File: src/rtl/philosophy_v_seq_ctrl_if.sv
// philosophy_v_seq_ctrl_if: instruction-memory read port between the
// sequencer (master) and a synchronous, 1-cycle-latency memory (slave).
interface philosophy_v_seq_ctrl_if #(
    parameter int BUS_WIDTH = 32
);
    logic                 mem_rd_en;
    logic [BUS_WIDTH-1:0] mem_addr;
    logic [BUS_WIDTH-1:0] mem_rdata;

    modport master (
        output mem_rd_en,
        output mem_addr,
        input  mem_rdata
    );

    modport slave (
        input  mem_rd_en,
        input  mem_addr,
        output mem_rdata
    );
endinterface

File: src/rtl/philosophy_v_seq_ctrl.sv
// philosophy_v_seq_ctrl: multi-cycle sequencer for the core datapath.
// Every instruction walks FETCH -> WAIT -> EXEC -> WB; the sequencer owns pc,
// latches the fetched word into instr and strobes the register-file write.
// Optional feature: define PHILOSOPHY_V_SINGLE_STEP_EN to add a `step` pulse
// input that executes exactly one instruction from IDLE while run is low.
module philosophy_v_seq_ctrl #(
    parameter int BUS_WIDTH = 32,
    parameter int RESET_PC  = 0,
    parameter int I_LENGTH  = 1024
) (
    input  logic                 clk,
    input  logic                 rstb,
    input  logic                 run,
`ifdef PHILOSOPHY_V_SINGLE_STEP_EN
    input  logic                 step,
`endif
    philosophy_v_seq_ctrl_if.master imem,
    output logic [BUS_WIDTH-1:0] instr,
    input  logic [BUS_WIDTH-1:0] alu_result,
    output logic                 rf_wr_en,
    output logic [4:0]           rf_wr_addr,
    output logic [BUS_WIDTH-1:0] rf_wr_data,
    output logic [BUS_WIDTH-1:0] pc,
    output logic                 busy,
    output logic                 halted,
    output logic                 fault,
    output logic [BUS_WIDTH-1:0] retired
);

    localparam logic [6:0]         OP_RTYPE  = 7'b0110011;
    localparam logic [6:0]         OP_SYSTEM = 7'b1110011;
    // One bit wider than pc so pc+4 past the top of the address space still compares correctly.
    localparam logic [BUS_WIDTH:0] PC_LIMIT  = (BUS_WIDTH+1)'(I_LENGTH * 4);

    typedef enum logic [2:0] {
        ST_IDLE,
        ST_FETCH,
        ST_WAIT,
        ST_EXEC,
        ST_WB,
        ST_HALT
    } state_t;

    state_t               r_state;
    logic [BUS_WIDTH-1:0] r_pc;
    logic [BUS_WIDTH-1:0] r_instr;
    logic [BUS_WIDTH-1:0] r_retired;
    logic                 r_mem_rd_en;
    logic                 r_rf_wr_en;
    logic                 r_busy;
    logic                 r_halted;
    logic                 r_fault;

    logic [BUS_WIDTH:0]   w_pc_next;
    logic                 w_start;
    logic                 w_continue;

    assign w_pc_next = {1'b0, r_pc} + (BUS_WIDTH+1)'(4);

`ifdef PHILOSOPHY_V_SINGLE_STEP_EN
    // Set while the instruction in flight was launched by step rather than run.
    logic                 r_step_mode;

    assign w_start    = run | step;
    assign w_continue = run & ~r_step_mode;
`else
    assign w_start    = run;
    assign w_continue = run;
`endif

    // Sequencer FSM: state, pc, instr, counters and every registered strobe.
    always_ff @(posedge clk) begin
        if (rstb) begin
            r_state     <= ST_IDLE;
            r_pc        <= BUS_WIDTH'(RESET_PC);
            r_instr     <= '0;
            r_retired   <= '0;
            r_mem_rd_en <= 1'b0;
            r_rf_wr_en  <= 1'b0;
            r_busy      <= 1'b0;
            r_halted    <= 1'b0;
            r_fault     <= 1'b0;
`ifdef PHILOSOPHY_V_SINGLE_STEP_EN
            r_step_mode <= 1'b0;
`endif
        end else begin
            // NOTE: non-blocking assignments throughout, so every branch below reads
            // the pre-edge values of r_* regardless of statement order.
            // NOTE: single-cycle strobes default low here and are raised only by the
            // transition that enters their state; this keeps them one cycle wide.
            r_mem_rd_en <= 1'b0;
            r_rf_wr_en  <= 1'b0;
            unique case (r_state)
                ST_IDLE: begin
                    if (w_start) begin
                        r_state     <= ST_FETCH;
                        r_mem_rd_en <= 1'b1;
                        r_busy      <= 1'b1;
`ifdef PHILOSOPHY_V_SINGLE_STEP_EN
                        r_step_mode <= ~run;
`endif
                    end
                end
                ST_FETCH: begin
                    r_state <= ST_WAIT;
                end
                ST_WAIT: begin
                    r_instr <= imem.mem_rdata;
                    r_state <= ST_EXEC;
                end
                ST_EXEC: begin
                    if (r_instr[6:0] == OP_RTYPE) begin
                        r_state    <= ST_WB;
                        r_rf_wr_en <= (r_instr[11:7] != 5'd0);
                    end else begin
                        r_state  <= ST_HALT;
                        r_busy   <= 1'b0;
                        r_halted <= 1'b1;
                        if (r_instr[6:0] != OP_SYSTEM) begin
                            r_fault <= 1'b1;
                        end
                    end
                end
                ST_WB: begin
                    r_retired <= r_retired + BUS_WIDTH'(1);
`ifdef PHILOSOPHY_V_SINGLE_STEP_EN
                    r_step_mode <= 1'b0;
`endif
                    if (w_pc_next >= PC_LIMIT) begin
                        r_state  <= ST_HALT;
                        r_busy   <= 1'b0;
                        r_halted <= 1'b1;
                        r_fault  <= 1'b1;
                    end else begin
                        r_pc <= w_pc_next[BUS_WIDTH-1:0];
                        if (w_continue) begin
                            r_state     <= ST_FETCH;
                            r_mem_rd_en <= 1'b1;
                        end else begin
                            r_state <= ST_IDLE;
                            r_busy  <= 1'b0;
                        end
                    end
                end
                ST_HALT: begin
                    r_state <= ST_HALT;
                end
                default: begin
                    r_state <= ST_IDLE;
                    r_busy  <= 1'b0;
                end
            endcase
        end
    end

    assign imem.mem_rd_en = r_mem_rd_en;
    assign imem.mem_addr  = {2'b00, r_pc[BUS_WIDTH-1:2]};
    assign instr          = r_instr;
    assign rf_wr_en       = r_rf_wr_en;
    assign rf_wr_addr     = r_instr[11:7];
    assign rf_wr_data     = alu_result;
    assign pc             = r_pc;
    assign busy           = r_busy;
    assign halted         = r_halted;
    assign fault          = r_fault;
    assign retired        = r_retired;

endmodule

File: src/flat_wrapper.sv
// flat-port wrapper written by rule: the top's interface ports become plain ports
module philosophy_v_seq_ctrl_flat 
#(
    parameter int BUS_WIDTH = 32,
    parameter int RESET_PC  = 0,
    parameter int I_LENGTH  = 1024
)
  (clk, rstb, run, instr, alu_result, rf_wr_en, rf_wr_addr, rf_wr_data, pc, busy, halted, fault, retired, imem_mem_rd_en, imem_mem_addr, imem_mem_rdata);
  philosophy_v_seq_ctrl_if #(.BUS_WIDTH(BUS_WIDTH)) imem_i ();
  input  logic clk;
  input  logic rstb;
  input  logic run;
  output logic [BUS_WIDTH-1:0] instr;
  input  logic [BUS_WIDTH-1:0] alu_result;
  output logic rf_wr_en;
  output logic [4:0] rf_wr_addr;
  output logic [BUS_WIDTH-1:0] rf_wr_data;
  output logic [BUS_WIDTH-1:0] pc;
  output logic busy;
  output logic halted;
  output logic fault;
  output logic [BUS_WIDTH-1:0] retired;
  output wire logic [$bits(imem_i.mem_rd_en)-1:0] imem_mem_rd_en;
  output wire logic [$bits(imem_i.mem_addr)-1:0] imem_mem_addr;
  input wire logic [$bits(imem_i.mem_rdata)-1:0] imem_mem_rdata;
  assign imem_mem_rd_en = imem_i.mem_rd_en;
  assign imem_mem_addr = imem_i.mem_addr;
  assign imem_i.mem_rdata = imem_mem_rdata;
  philosophy_v_seq_ctrl #(.BUS_WIDTH(BUS_WIDTH), .RESET_PC(RESET_PC), .I_LENGTH(I_LENGTH)) u_core (.clk(clk), .rstb(rstb), .run(run), .imem(imem_i), .instr(instr), .alu_result(alu_result), .rf_wr_en(rf_wr_en), .rf_wr_addr(rf_wr_addr), .rf_wr_data(rf_wr_data), .pc(pc), .busy(busy), .halted(halted), .fault(fault), .retired(retired));
endmodule
File: config.mk
export PLATFORM = sky130hd
export DESIGN_NAME = philosophy_v_seq_ctrl_flat
export DESIGN_NICKNAME = d
export VERILOG_FILES = /design/src/rtl/philosophy_v_seq_ctrl_if.sv /design/src/rtl/philosophy_v_seq_ctrl.sv /design/src/flat_wrapper.sv
export SDC_FILE = /design/constraint.sdc
export NUM_CORES = 1
export LEC_CHECK = 0
export BUFFER_PORTS_ARGS = -buffer_cell sky130_fd_sc_hd__buf_2
export CORE_MARGIN = 4
export CORE_UTILIZATION = 43
export DETAILED_ROUTE_END_ITERATION = 8
export GPL_TIMING_DRIVEN = 0
export HOLD_SLACK_MARGIN = 0.12
export PLACE_DENSITY = 0.88
export SLEW_MARGIN = 10
export SYNTH_ARGS = -nofsm -noshare
export SYNTH_HDL_FRONTEND = slang
export SYNTH_SLANG_ARGS = --single-unit
export TNS_END_PERCENT = 100
File: constraint.sdc
create_clock -name clk -period 2.85 [get_ports clk]
set_input_delay 0.1425 -clock clk [delete_from_list [all_inputs] [get_ports clk]]
set_output_delay 0.1425 -clock clk [all_outputs]
set_load 0.05 [all_outputs]
# Word-level counts from Yosys, hierarchy flattened
# Cells that the tools add are included.
dict set report totals {
  register_bits 104
  inputBits 67
  out_inout_bits 170
  wordCells 56
}
dict set report op_classes {
  add_sub_neg 2
  magnitude_cmp 1
  eq_ne 12
  mux 19
  bitwise_logic 4
  reduce_logical 9
}
# cell n
set op_table {}
lappend op_table {{$add A32 B3 Y33 const B} 1}
lappend op_table {{$ge A33 B13 Y1 const B} 1}
lappend op_table {{$add A32 B1 Y32 const B} 1}
lappend op_table {{$pmux W3 S6} 1}
lappend op_table {{$mux W1} 12}
lappend op_table {{$reduce_and A4 Y1} 2}
lappend op_table {{$eq A7 B6 Y1 const B} 1}
lappend op_table {{$ne A7 B7 Y1 const B} 1}
lappend op_table {{$eq A3 B2 Y1 const B} 2}
lappend op_table {{$eq A3 B3 Y1 const B} 2}
lappend op_table {{$mux W3} 2}
lappend op_table {{$pmux W1 S2} 3}
lappend op_table {{$reduce_or A3 Y1} 2}
lappend op_table {{$reduce_bool A5 Y1} 1}
lappend op_table {{$ne A2 B1 Y1 const B} 2}
lappend op_table {{$ne A2 B2 Y1 const B} 2}
lappend op_table {{$not A1 Y1} 4}
lappend op_table {{$pmux W1 S4} 1}
lappend op_table {{$eq A3 B1 Y1 const B} 1}
lappend op_table {{$logic_not A3 Y1} 1}
lappend op_table {{$ne A3 B2 Y1 const B} 1}
lappend op_table {{$reduce_and A3 Y1} 1}
lappend op_table {{$reduce_and A2 Y1} 1}
lappend op_table {{$reduce_bool A2 Y1} 1}

# Logic depth before layout (Yosys ltp)
dict set report logic_depth {
  word_depth 4
  mapped_depth 10
  depth_no_buf 8
}

# Least setup slack after synthesis
# No wires, ideal clock.
dict set report synth_timing {
  path_type {reg-to-reg}
  from {register u_core.r_pc[2] (netlist: u_core.pc[2])}
  to {register u_core.r_pc[2] (netlist: u_core.pc[2])}
  setup_ns 0.070
  arrival_time_ns 3.263
  required_time_ns 2.780
  setup_slack_ns -0.483
  path_stages_with_launch 11
  n_path_buf 2
  synth_period_minus_slack_ns 3.333
  cell_sequence {dfxtp_1 -> ha_1 -> buf_2 -> nand4_1 -> nor3_1 -> mux2i_1 -> o2111ai_1 -> or4_4 -> buf_2 -> or4_1 -> a21oi_1}
}
dict set report synth_between {
  elab_chain_cells 4
}
# element line
set synth_rtl {}
lappend synth_rtl {{start: declaration} philosophy_v_seq_ctrl.sv:45} ;# logic [BUS_WIDTH-1:0] r_pc;
lappend synth_rtl {{start signal: assignment} philosophy_v_seq_ctrl.sv:75} ;# r_pc <= BUS_WIDTH'(RESET_PC);
lappend synth_rtl {{start signal: assignment} philosophy_v_seq_ctrl.sv:135} ;# r_pc <= w_pc_next[BUS_WIDTH-1:0];
lappend synth_rtl {{$add A32 B3 Y33 *} philosophy_v_seq_ctrl.sv:58} ;# assign w_pc_next = {1'b0, r_pc} + (BUS_WIDTH+1)'(4);
lappend synth_rtl {{$ge A33 B13 Y1} philosophy_v_seq_ctrl.sv:129} ;# if (w_pc_next >= PC_LIMIT) begin
lappend synth_rtl {{$not A1 Y1 (no line)} n/a}
lappend synth_rtl {{$reduce_and A2 Y1 (no line)} n/a}
# Every way passes the cells marked *; elsewhere a longest branch is shown, timed or not.
# A chain may end at the register's enable or synchronous reset.

# Worst setup path in the final report
dict set report layout_timing {
  from {register u_core.r_pc[2] (netlist: u_core.pc[2])}
  to {register u_core.r_pc[10] (netlist: u_core.pc[10])}
}
# The elaborated chain is that of the path after synthesis.

==> impl_results.md <==
* Outcome: complete, but fails checks
* Failing checks: setup timing
* Routed length on met3 at 992 um
* Top library cells by usage in the layout, fill and taps aside: buf_2, buf_4, nand2_1
* Worst-margin pin slew at slightly below 0.8 ns
* Number of top-level design ports at 237
* Relative slew slack at 47.5%
* Initial antenna violation count at 0
* Total via count after detailed routing at 5621
* Maximum number of pins on one net before global-route repair at 17
* CP Capture Type: flop
* Synth Instances at about 630
* Height of the chip at 119 um
* # nets final at 980
* Ys Warns at 0
* Setup Viol. Count Final at 1
* Worst EP required at between 3 and 4 ns
* Average wire length per cell after detail routing at around 15 um
* Final weighted congestion in routability-driven placement at a little under 0.9
* Post-synthesis sequential element count at 102
* Max Cap Violations at 0
* Combined global-route utilization of all metal layers at 21.4%
* Proportion of netlist area held by the largest area contributor at 38.8%
* Final global-route overflow total at 0
* Slew Viols, Final at 0
* Top sig layer: met4
* Die Outline Area at 14100 um^2
* Drt first pass iters at 7
* Horizontal extent of the die at 119 um
* Share of flip-flops with an asynchronous set or reset at 0%
* DR iter-0 viols at 491
* Standby leakage power at 3.59 nW
* Area contributors post-synth: dfxtp_1, buf_4, nand2_1
* Estimated wirelength of the detail-placed design at 10600 um
* CTS buffer count at 9
* Hold WC Path Type: in2reg
* Kind of start point of the critical path: flop
* Worst IR drop on VDD at 0.000400 V
* EDFF count, synth at 0
* Routed length on met2 at 8170 um
* Class of the most critical setup path: reg2reg
* Cell with the largest stage delay on the worst path: or4_4
* Final worst setup slack at -0.0300 ns
* Floorplan core area at 12000 um^2
* DRT Wirelength at 16300 um
* Worst-case setup slack after placement at -0.329 ns
* Crit path buffers/inverters at 1
* Worst-path maximum fanout at 6
* Minimum clock period after layout at 2.88 ns
* Initial standard-cell utilization of the core at 43.8%
* Synthesized area per cell at around 8.3 um^2
* First-pass GRT wire length at 24900 um
* Top achievable clock speed at 347 MHz
* Clock root cell: clkbuf_16
* Predominant post-synthesis flop cell: dfxtp_1
* Final worst path period share at 101%
* Synth-to-Final Area Change at 45.2%
* Unrepaired setup endpoints after global routing: true
* Final hold violation count at 0
* Vias in the first global route at 5122
* Maximum count of clock buffers along a single path at 2
* Buffers added on ports at 200
* Signal arrival time at the worst endpoint at roughly 3.2 ns
* Worst clock skew at just over 0.004 ns
* Remaining antenna violation count after routing at 0
* Commonest non-fill, non-tap cell in the layout: buf_2
* Clock sink count at 102
* Wire length the detailed router placed on met1 at between 6000 and 7000 um
* Clock latency on the worst-skew pair at 0.35 ns
* H-tree levels at 3
* Cell Pwr Density at a little under 500 nW/um^2
* Post-detailed-route DRC marker count at 0
* Distinct cells, synth at 66
* Total standard cell area after synthesis at 5260 um^2
* Via-to-Cell Ratio at 5.29
* Number of standard cells in the layout, taps in and fillers out at around 1100
* Count of placed standard cells including taps at 982
* CTS tree: done
* Share of final-layout standard cells stronger than drive strength 1 at 43.3%
* Placement row count at 40
* Register clock-pin slew on the reported worst setup and hold paths at 0.07 ns
* Gate family responsible for the most delay along the worst path: simple AND/OR/NAND/NOR gates
* Post-synthesis sequential area ratio at 38.8%
* Total power consumption of the routed design at roughly 0.0038 W
* Slowest cell delay on critical path at 0.56 ns
* # diodes at 0
* Top cell type by total area after synthesis: dfxtp_1
* CP cell instances: ha_4 -> nand3_1 -> xor2_1 -> a41oi_1 -> a2111oi_4 -> or4_4 -> buf_6 -> or4b_4 -> a21oi_2
## Yosys cell counts (4+ instances only)
| master | number |
|---|---|
| dfxtp_1 | 102 |
| nand2_1 | 89 |
| buf_4 | 72 |
| a21oi_1 | 51 |
| nor2_1 | 44 |
| nand3_1 | 25 |
| clkbuf_1 | 24 |
| and2_1 | 21 |
| xnor2_1 | 19 |
| xor2_1 | 18 |
| and3_1 | 14 |
| nand4_1 | 14 |
| nor3_1 | 12 |
| inv_1 | 9 |
| and4_1 | 6 |
| nor4_1 | 6 |
| a211oi_1 | 5 |
| a31oi_1 | 5 |
| buf_2 | 5 |
| o21ai_0 | 5 |
| o41ai_1 | 5 |
| a31o_2 | 4 |
| nor2b_1 | 4 |
| o211ai_1 | 4 |
| or2_2 | 4 |
| or3_1 | 4 |
## stage by stage
| stage | hold slack (ns) | area [um^2] | util (%) | setup TNS (ns) |
|---|---|---|---|---|
| CTS | 0.177 | 7330 | 61.0 | 0 |
| global route | 0.199 | 7640 | 63.6 | -0.674 |
| finish | 0.207 | 7640 | 63.6 | -0.0300 |
| floorplan | 0.279 | 5350 | - | 0 |
| global placement | 0.384 | 6530 | 54.4 | -3.60 |
| detailed placement | 0.387 | 6530 | 54.4 | -5.01 |
## worst register-to-register path: stages, from the launching register on
cell,delay [ns]
dfxtp_4,0.38
ha_4,0.18
nand3_1,0.24
xor2_1,0.22
a41oi_1,0.33
a2111oi_4,0.10
or4_4,0.56
buf_6,0.15
or4b_4,0.48
a21oi_2,0.15
## final cells by class
| cell class | instances | area [um^2] |
|---|---|---|
| clock inverter | 2 | 16.3 |
| inverter | 9 | 33.8 |
| tap | 147 | 184 |
| fill | 952 | 4370 |
| sequential | 102 | 2100 |
| multi-input combinational | 419 | 2710 |
| buffer | 99 | 669 |
| clock buffer | 14 | 317 |
| timing repair buffer | 270 | 1610 |
## kinds of logic after synthesis
family | after synthesis | share of synthesized area, %
mux | 3 | 0.594
flops | 102 | 38.8
other cells | 1 | 0.0712
compound gates | 102 | 13.0
fa+ha+maj | 3 | 0.713
xor+xnor | 37 | 6.16
buf+inv | 114 | 13.6
simple gates | 270 | 27.1
## per-layer routing
layer | vias up | global-route usage [%]
li1 | 2695 | -
met1 | 2602 | 25.7
met2 | 254 | 36.2
met3 | 70 | 4.69
met4 | 0 | 10.3
met5 | - | 0
## power breakdown
group          switching, W  internal [W]  leakage, nW
registers         0.0000479       0.00149        0.840
clock network      0.000550      0.000776        0.167
logic              0.000653      0.000258         2.58
## registers in the layout (all words and copies together), names as in the netlist
register               cells
u_core.imem.mem_rd_en      1
u_core.fault               1
u_core.retired            32
u_core.pc                 30
u_core.r_state             3
u_core.rf_wr_en            1
u_core.instr              32
u_core.halted              1
u_core.busy                1
## final timing paths
kind / start / endpoint / slack, ns / cells past startpoint
worst min-delay path: rstb / u_core.pc[16] / 0.21 / 3
worst min register to register: u_core.instr[14] / u_core.instr[14] / 0.45 / 2
worst max register to register: u_core.pc[2] / u_core.pc[10] / -0.03 / 9
worst max-delay path: u_core.pc[2] / u_core.pc[10] / -0.03 / 9
## timing repair
| item | CTS | global route |
|---|---|---|
| hold buffers | 33 | 0 |
| buffers inserted | 10 | 27 |
| pin swaps | 14 | 26 |
| resized for setup | 16 | 34 |
| endpoints found under the hold margin | 34 | 0 |
| endpoints found under the setup margin | 28 | 26 |
No activity file was read; power rests on OpenSTA's default activity.
